===== src/rtl/rv32_pkg.sv =====
// rv32_pkg: RV32I opcode constants, NOP encoding and the decoded-field bundle shared by the encoder.
package rv32_pkg;

    localparam logic [6:0] OPC_LUI    = 7'b0110111;
    localparam logic [6:0] OPC_AUIPC  = 7'b0010111;
    localparam logic [6:0] OPC_JAL    = 7'b1101111;
    localparam logic [6:0] OPC_JALR   = 7'b1100111;
    localparam logic [6:0] OPC_BRANCH = 7'b1100011;
    localparam logic [6:0] OPC_LOAD   = 7'b0000011;
    localparam logic [6:0] OPC_STORE  = 7'b0100011;
    localparam logic [6:0] OPC_OP_IMM = 7'b0010011;
    localparam logic [6:0] OPC_OP     = 7'b0110011;
    localparam logic [6:0] OPC_SYSTEM = 7'b1110011;

    localparam logic [31:0] NOP = 32'h00000013;

    typedef struct packed {
        logic [6:0]  opcode;
        logic [2:0]  funct3;
        logic [6:0]  funct7;
        logic [4:0]  rd;
        logic [4:0]  rs1;
        logic [4:0]  rs2;
        logic [31:0] imm;
    } fields_t;

endpackage


===== src/rtl/imm_packer.sv =====
// imm_packer: combinational RV32I field packer; INSTR_ENCODER_RANGE_CHECK_EN adds immediate range/alignment flags.
module imm_packer
    import rv32_pkg::*;
(
    input  fields_t     i_fields,
    output logic [31:0] o_instr,
    output logic        o_err
);

    logic [6:0]  w_op;
    logic [2:0]  w_f3;
    logic [31:0] w_imm;
    logic        w_shift;
    logic        w_known;
    logic        w_rng;

    assign w_op    = i_fields.opcode;
    assign w_f3    = i_fields.funct3;
    assign w_imm   = i_fields.imm;
    assign w_shift = (w_f3 == 3'b001) || (w_f3 == 3'b101);

    // Place immediate slices into the format chosen by the opcode; unknown opcodes become a flagged NOP.
    always_comb begin
        o_instr = NOP;
        w_known = 1'b1;
        case (w_op)
            OPC_JAL:
                o_instr = {w_imm[20], w_imm[10:1], w_imm[11], w_imm[19:12], i_fields.rd, w_op};
            OPC_LUI, OPC_AUIPC:
                o_instr = {w_imm[31:12], i_fields.rd, w_op};
            OPC_OP_IMM:
                o_instr = w_shift ? {i_fields.funct7, w_imm[4:0], i_fields.rs1, w_f3, i_fields.rd, w_op}
                                  : {w_imm[11:0], i_fields.rs1, w_f3, i_fields.rd, w_op};
            OPC_LOAD, OPC_JALR, OPC_SYSTEM:
                o_instr = {w_imm[11:0], i_fields.rs1, w_f3, i_fields.rd, w_op};
            OPC_BRANCH:
                o_instr = {w_imm[12], w_imm[10:5], i_fields.rs2, i_fields.rs1, w_f3, w_imm[4:1], w_imm[11], w_op};
            OPC_STORE:
                o_instr = {w_imm[11:5], i_fields.rs2, i_fields.rs1, w_f3, w_imm[4:0], w_op};
            OPC_OP:
                o_instr = {i_fields.funct7, i_fields.rs2, i_fields.rs1, w_f3, i_fields.rd, w_op};
            default:
                w_known = 1'b0;
        endcase
    end

`ifdef INSTR_ENCODER_RANGE_CHECK_EN
    logic w_sext12;
    logic w_sext13;
    logic w_sext21;

    assign w_sext12 = (w_imm[31:11] == '0) || (w_imm[31:11] == '1);
    assign w_sext13 = (w_imm[31:12] == '0) || (w_imm[31:12] == '1);
    assign w_sext21 = (w_imm[31:20] == '0) || (w_imm[31:20] == '1);

    // Flag immediates that do not survive truncation into their field, or are misaligned.
    always_comb begin
        w_rng = 1'b0;
        case (w_op)
            OPC_OP_IMM:
                w_rng = w_shift ? |w_imm[31:5] : (w_f3 == 3'b011) ? |w_imm[31:12] : !w_sext12;
            OPC_LOAD, OPC_JALR, OPC_STORE:
                w_rng = !w_sext12;
            OPC_SYSTEM:
                w_rng = |w_imm[31:12];
            OPC_BRANCH:
                w_rng = !w_sext13 || w_imm[0];
            OPC_JAL:
                w_rng = !w_sext21 || w_imm[0];
            OPC_LUI, OPC_AUIPC:
                w_rng = |w_imm[11:0];
            default:
                w_rng = 1'b0;
        endcase
    end
`else
    assign w_rng = 1'b0;
`endif

    assign o_err = !w_known || w_rng;

endmodule


===== src/rtl/instr_encoder.sv =====
// instr_encoder: 2-stage elastic RV32I encoder (S1 fields, S2 packed word) with delivery counter; see INSTR_ENCODER_RANGE_CHECK_EN.
module instr_encoder
    import rv32_pkg::*;
(
    input  logic        clk,
    input  logic        resetn,
    input  logic        in_valid,
    output logic        in_ready,
    input  logic [6:0]  in_opcode,
    input  logic [2:0]  in_funct3,
    input  logic [6:0]  in_funct7,
    input  logic [4:0]  in_rd,
    input  logic [4:0]  in_rs1,
    input  logic [4:0]  in_rs2,
    input  logic [31:0] in_imm,
    output logic        out_valid,
    input  logic        out_ready,
    output logic [31:0] out_instr,
    output logic        out_err,
    output logic [15:0] enc_count
);

    fields_t     r_s1;
    logic        r_s1_full;
    logic        r_s2_full;
    logic [31:0] r_s2_instr;
    logic        r_s2_err;
    logic [15:0] r_count;
    logic [31:0] w_instr;
    logic        w_err;
    logic        w_s1_adv;
    logic        w_acc;
    logic        w_del;

    assign w_s1_adv = r_s1_full && (!r_s2_full || out_ready);
    assign in_ready = resetn && (!r_s1_full || !r_s2_full || out_ready);
    assign w_acc    = in_valid && in_ready;
    assign w_del    = r_s2_full && out_ready;

    imm_packer u_packer (
        .i_fields (r_s1),
        .o_instr  (w_instr),
        .o_err    (w_err)
    );

    // S1 captures accepted fields and empties when its word moves on to S2.
    always_ff @(posedge clk or negedge resetn) begin
        if (!resetn) begin
            r_s1      <= '0;
            r_s1_full <= 1'b0;
        end else begin
            r_s1_full <= w_acc || (r_s1_full && !w_s1_adv);
            if (w_acc)
                r_s1 <= '{in_opcode, in_funct3, in_funct7, in_rd, in_rs1, in_rs2, in_imm};
        end
    end

    // S2 holds the packed word steady until the sink takes it.
    always_ff @(posedge clk or negedge resetn) begin
        if (!resetn) begin
            r_s2_full  <= 1'b0;
            r_s2_instr <= '0;
            r_s2_err   <= 1'b0;
        end else begin
            r_s2_full <= w_s1_adv || (r_s2_full && !out_ready);
            if (w_s1_adv) begin
                r_s2_instr <= w_instr;
                r_s2_err   <= w_err;
            end
        end
    end

    // Count delivered words, wrapping naturally at 16 bits.
    always_ff @(posedge clk or negedge resetn) begin
        if (!resetn)
            r_count <= '0;
        else if (w_del)
            r_count <= r_count + 16'd1;
    end

    assign out_valid = r_s2_full;
    assign out_instr = r_s2_instr;
    assign out_err   = r_s2_err;
    assign enc_count = r_count;

endmodule

===== config.mk =====
export PLATFORM = sky130hd
export DESIGN_NAME = instr_encoder
export DESIGN_NICKNAME = d
export VERILOG_FILES = /design/src/rtl/rv32_pkg.sv /design/src/rtl/imm_packer.sv /design/src/rtl/instr_encoder.sv
export SDC_FILE = /design/constraint.sdc
export NUM_CORES = 1
export LEC_CHECK = 0
export CORE_UTILIZATION = 54
export DETAILED_ROUTE_END_ITERATION = 7
export HOLD_SLACK_MARGIN = 0.05
export PLACE_DENSITY = 0.87
export SYNTH_ARGS = -nofsm -noshare
export SYNTH_HDL_FRONTEND = slang
export SYNTH_SLANG_ARGS = --single-unit

===== constraint.sdc =====
create_clock -name clk -period 3 [get_ports clk]
set_clock_uncertainty 0.2 [all_clocks]
set_input_delay 0.6 -clock clk [delete_from_list [all_inputs] [get_ports clk]]
set_output_delay 0.6 -clock clk [all_outputs]
set_load 0.01 [all_outputs]

== Word level (Yosys, flattened, before mapping) ==
Index checks and enable logic that the tools add are counted.
Storage, ports and cells
  register bits: 115
  latch bits: 0
  RAM bits: 0
  ROM bits: 0
  input port bits: 68
  output and inout bits: 51
  word-level logic and storage cells: 48
  memories kept: 0
Cells by class
  add/subtract/negate cells: 1
  multiply operators: 0
  div/mod/pow operators: 0
  $lt $le $gt $ge: 0
  equality and inequality tests: 12
  shift operators: 0
  mux-type cells: 3
  bitwise gates (word level): 0
  reductions and logical operators: 20
Operators by type and width (number)
  $pmux 32 s7: 1
  $mux 32: 1
  $eq 7x7->1 const B: 4
  $eq 7x6->1 const B: 3
  $add 16x1->16 const B: 1
  $eq 7x5->1 const B: 2
  $reduce_or 10->1: 1
  $eq 7x2->1 const B: 1
  $logic_and 1x1->1: 6
  $logic_or 1x1->1: 6
  $logic_not 1->1: 5
  $eq 3x1->1 const B: 1
  $eq 3x3->1 const B: 1
  $reduce_or 3->1: 1
  $reduce_or 2->1: 1
  $mux 1: 1

== Depth between registers and ports, before layout ==
  word-level depth: 6
  mapped depth: 8
  mapped depth without buffers: 5

== By module ==
A second synthesis with hierarchy kept.
Second synthesis, totals
  cell total of the unflattened synthesis: 394
  area total of the unflattened synthesis: 5477.8 um2
By module, submodules not included
  instr_encoder: times used 1, cells each 272, area an instance 4613.2 um2, seq. area each 2877.8 um2
  imm_packer: times used 1, cells each 122, area an instance 864.6 um2, seq. area each 0.0 um2

== Worst setup path after synthesis ==
No wires, ideal clock.
  path kind: in2reg
  from: in out_ready
  to: reg r_s1[0] in the netlist's numbering
  setup time: 125 ps
  arrival time: 1728 ps
  data required time: 2675 ps
  slack: 948 ps
  stages: 6
  buffers on the path: 2
  cell sequence: nand3b_1 and2_1 nand2_1 buf_2 buf_4 mux2_2
Between the ends
  cells in the longest elaborated chain, start to end: 3
RTL lines
  start: declaration: line instr_encoder.sv:17  | input logic out_ready,
  $logic_or 1x1->1: line instr_encoder.sv:36  | assign in_ready = resetn && (!r_s1_full || !r_s2_full || out_ready);
  $logic_and 1x1->1: line instr_encoder.sv:36
  via in_ready: line instr_encoder.sv:8  | output logic in_ready,
  $logic_and 1x1->1: line instr_encoder.sv:37  | assign w_acc = in_valid && in_ready;
  end signal: assignment: line instr_encoder.sv:54  | r_s1 <= '{in_opcode, in_funct3, in_funct7, in_rd, in_rs1, in_rs2, in_imm};
  end: declaration: line instr_encoder.sv:23  | fields_t r_s1;
The timed path passes the listed nets, and every way through them passes these cells.
A chain may end at the register's enable or synchronous reset.

== Worst setup path after layout ==
  from: in out_ready
  to: out in_ready
Between the ends
  cells in the longest elaborated chain, start to end: 2
RTL lines (line)
  $logic_or 1x1->1: instr_encoder.sv:36
  $logic_and 1x1->1: instr_encoder.sv:36
  end: declaration: instr_encoder.sv:8
Every way passes these cells.

==> flow_metrics.env <==
export IMPL_finalMaxSlewViolations=0
export IMPL_finalWirelength_mm=12.11
export IMPL_min_path_type="reg2reg"
export IMPL_crit_path_frequent_cell="clkdlybuf4s50_1"
export IMPL_dr_pass1_iters=5
export IMPL_rsz0062_at_grt="no"
export IMPL_netlist_instances=405
export IMPL_syn_cell_area_sq_mm=0.005106
export IMPL_chipHeight_um=99.24
export IMPL_rows=35
export IMPL_min_period_over_period=0.9286
export IMPL_routed_via_count=3848
export IMPL_clk_pin_slew_ns=0.06
export IMPL_wire_per_inst_um=18.46
export IMPL_finalWeightedCongestion=0.9467
export IMPL_dp_hpwl_mm=8.081
export IMPL_start_util=0.5552
export IMPL_power_switching_share=0.2557
export IMPL_setup_tns_ns=0
export IMPL_avgSynthCellArea_sq_um=12.61
export IMPL_cts_tree="done"
export IMPL_synth_seq_area_share=0.5636
export IMPL_cts_max_path_buffers=2
export IMPL_rrSetupSlack_ns=0.29
export IMPL_setup_slack_ns=0.2143
export IMPL_drive_gt1_frac=0.2367
export IMPL_outcome="finished, final reports clean"
export IMPL_cp_startpoint="out_ready"
export IMPL_drcViolationCount=0
export IMPL_start_kind="primary input"
export IMPL_critPathSlowestCell="clkdlybuf4s50_1"
export IMPL_timing_hold_ws_ns=0.2714
export IMPL_final_cells=656
export IMPL_yosysWarnings=0
export IMPL_top_level_ports=119
export IMPL_hold_viol=0
export IMPL_ys_seq_elements=115
export IMPL_leakagePower_uw=0.002886
export IMPL_post_cts_buffers=0
export IMPL_synth_edf_count=0
export IMPL_internal_power_uw=3549
export IMPL_switchingPower_uw=1220
export IMPL_synth_nets=474
export IMPL_ff_latch_area_sq_mm=0.002878
export IMPL_first_global_vias=3984
export IMPL_cts_root_buf="clkbuf_8"
export IMPL_dp_cells=624
export IMPL_worst_pin_slew_ns=1.159
export IMPL_port_buffers=118
export IMPL_seqPwrFrac=0.412
export IMPL_final_util=0.7577
export IMPL_required_ns=2.20
export IMPL_multi_input_area_sq_mm=0.002047
export IMPL_worstPathArrival_ns=1.99
export IMPL_clock_sinks=115
export IMPL_nets=602
export IMPL_grt_use_total=0.2693
export IMPL_path_max_fanout=5
export IMPL_crit_type="in2out"
export IMPL_drv_cap=0
export IMPL_reg2reg_from="r_s1[63]"
export IMPL_power_density_mw_per_mm2=684.4
export IMPL_antenna_cells=0
export IMPL_pwr_share_clk=0.417
export IMPL_dr_first_iter_drc_count=347
export IMPL_core_sq_mm=0.009196
export IMPL_syn_to_final_growth_pct=36.46
export IMPL_die_w_um=99.24
export IMPL_peakVddDrop_mv=0.4380
export IMPL_ys_types=51
export IMPL_slowest_delay_ns=0.54
export IMPL_antenna_found_initial=0
export IMPL_ys_flop_type="dfrtp_1"
export IMPL_ant_nets=0
export IMPL_reg2reg_depth=4
export IMPL_finalSetupViolCount=0
export IMPL_combPwrFrac=0.171
export IMPL_endpoint="in_ready"
export IMPL_cp_cell_sequence="clkdlybuf4s50_1, nand3b_1, and2_1, clkdlybuf4s50_1"
export IMPL_gr_total_overflow=0
export IMPL_dieArea_sq_mm=0.009849
export IMPL_fin_crit_ns=2.786
export IMPL_clkLatencyLatePin_ns=0.51
export IMPL_r2r_end="out_instr[24]"
export IMPL_fillers=587
export IMPL_cts_buffers=17
export IMPL_dp_slack_ns=0.2234
export IMPL_grt_pass1_wl_mm=20.03
export IMPL_worst_setup_path_end_kind="output pin"
export IMPL_detail_route_vias_per_cell=5.866
export IMPL_slew_headroom=0.2271
export IMPL_async_flop_share=1.000
export IMPL_fmax_mhz=359.0
export IMPL_cts_max_level=4
export IMPL_grt_max_degree=79
-- layer usage --
layer	vias to the layer above	global-route usage	routed length [um]
met5	-	0	0
met3	20	0.06746	740
met4	0	0.1335	255
met1	1927	0.3291	4891
met2	159	0.4476	6223
li1	1742	-	-
-- registers in the layout, indices dropped and copies added (netlist names) --
register / flops
enc_count: 16
out_instr: 32
out_err: 1
r_s1: 64
r_s1_full: 1
out_valid: 1
-- placed cells by master (no fill, tap or decap), types with 6 or more instances in the layout --
master,netlist,layout
a21oi_1,8,8
a221oi_1,9,9
a222oi_1,6,6
a22oi_1,18,18
buf_4,6,13
clkbuf_16,0,16
clkdlybuf4s50_1,0,117
dfrtp_1,115,115
mux2_2,67,67
nand2_1,31,30
nand2b_1,6,6
nand3_1,14,14
nor2_1,23,23
o21ai_0,8,8
o21ai_2,6,6
xnor2_1,11,11
-- stage by stage --
step / area (sq um) / power [uW]
6_report: 6968 / 4769
5_1_grt: 6968 / 4977
4_1_cts: 6968 / 4791
3_5_place_dp: 6367 / 2787
3_3_place_gp: 6367 / 2749
2_1_floorplan: 5106 / 2408
-- kinds of logic (layout without fill, tap and decap cells) --
group,after synthesis,count (layout),synth area share
compound gates,81,81,0.1262
xor+xnor,16,16,0.02744
fa+ha+maj,1,1,0.002450
buf+inv,27,167,0.03602
flops,115,115,0.5636
mux,67,67,0.1478
simple gates,98,98,0.09655
-- area by class of cell --
| type | count | share of cell area |
|---|---|---|
| sequential | 115 | 0.4130 |
| multi-input combinational | 263 | 0.2938 |
| timing repair buffer | 132 | 0.1864 |
| clock buffer | 21 | 0.06590 |
| tap | 111 | 0.01993 |
| clock inverter | 10 | 0.01885 |
| inverter | 4 | 0.002155 |
-- synth_stat cells (all sizes together), types with 5 or more instances --
library cell / n / area, sq um
dfrtp: 115 / 2878
mux2: 67 / 754.5
nand2: 31 / 116.4
nor2: 26 / 110.1
buf: 19 / 153.9
a22oi: 18 / 135.1
o21ai: 16 / 102.6
nand3: 14 / 70.07
xnor2: 11 / 96.34
a21oi: 9 / 48.80
a221oi: 9 / 78.83
a222oi: 6 / 60.06
and2: 6 / 40.04
nand2b: 6 / 37.54
xor2: 5 / 43.79
-- how the worst min path moves through the flow --
stage	start	end	cells past startpoint
floorplan	resetn	enc_count[0]	0
global placement	out_instr[0]	out_instr[0]	1
detailed placement	out_instr[0]	out_instr[0]	1
CTS	enc_count[15]	enc_count[15]	1
global route	enc_count[15]	enc_count[15]	1
finish	enc_count[15]	enc_count[15]	1
-- critical path, delay by kind of cell --
kind / cells / cell delay [ns]
buffers and inverters: 2 / 1.08
AND/OR/NAND/NOR: 2 / 0.31
-- power by group through the flow --
stage / registers (uW) / clock network (uW) / logic (uW)
floorplan: 1950 / 0 / 454
global placement: 1970 / 0 / 783
detailed placement: 1980 / 0 / 808
CTS: 1960 / 2010 / 821
global route: 1990 / 2090 / 890
finish: 1960 / 1990 / 816
-- repair_timing --
action	4_1_cts	5_1_grt
hold buffers	1	0
hold endpoints to repair	37	0
gates resized for setup	0	0
Note: power is estimated with default switching activity, not from simulation.
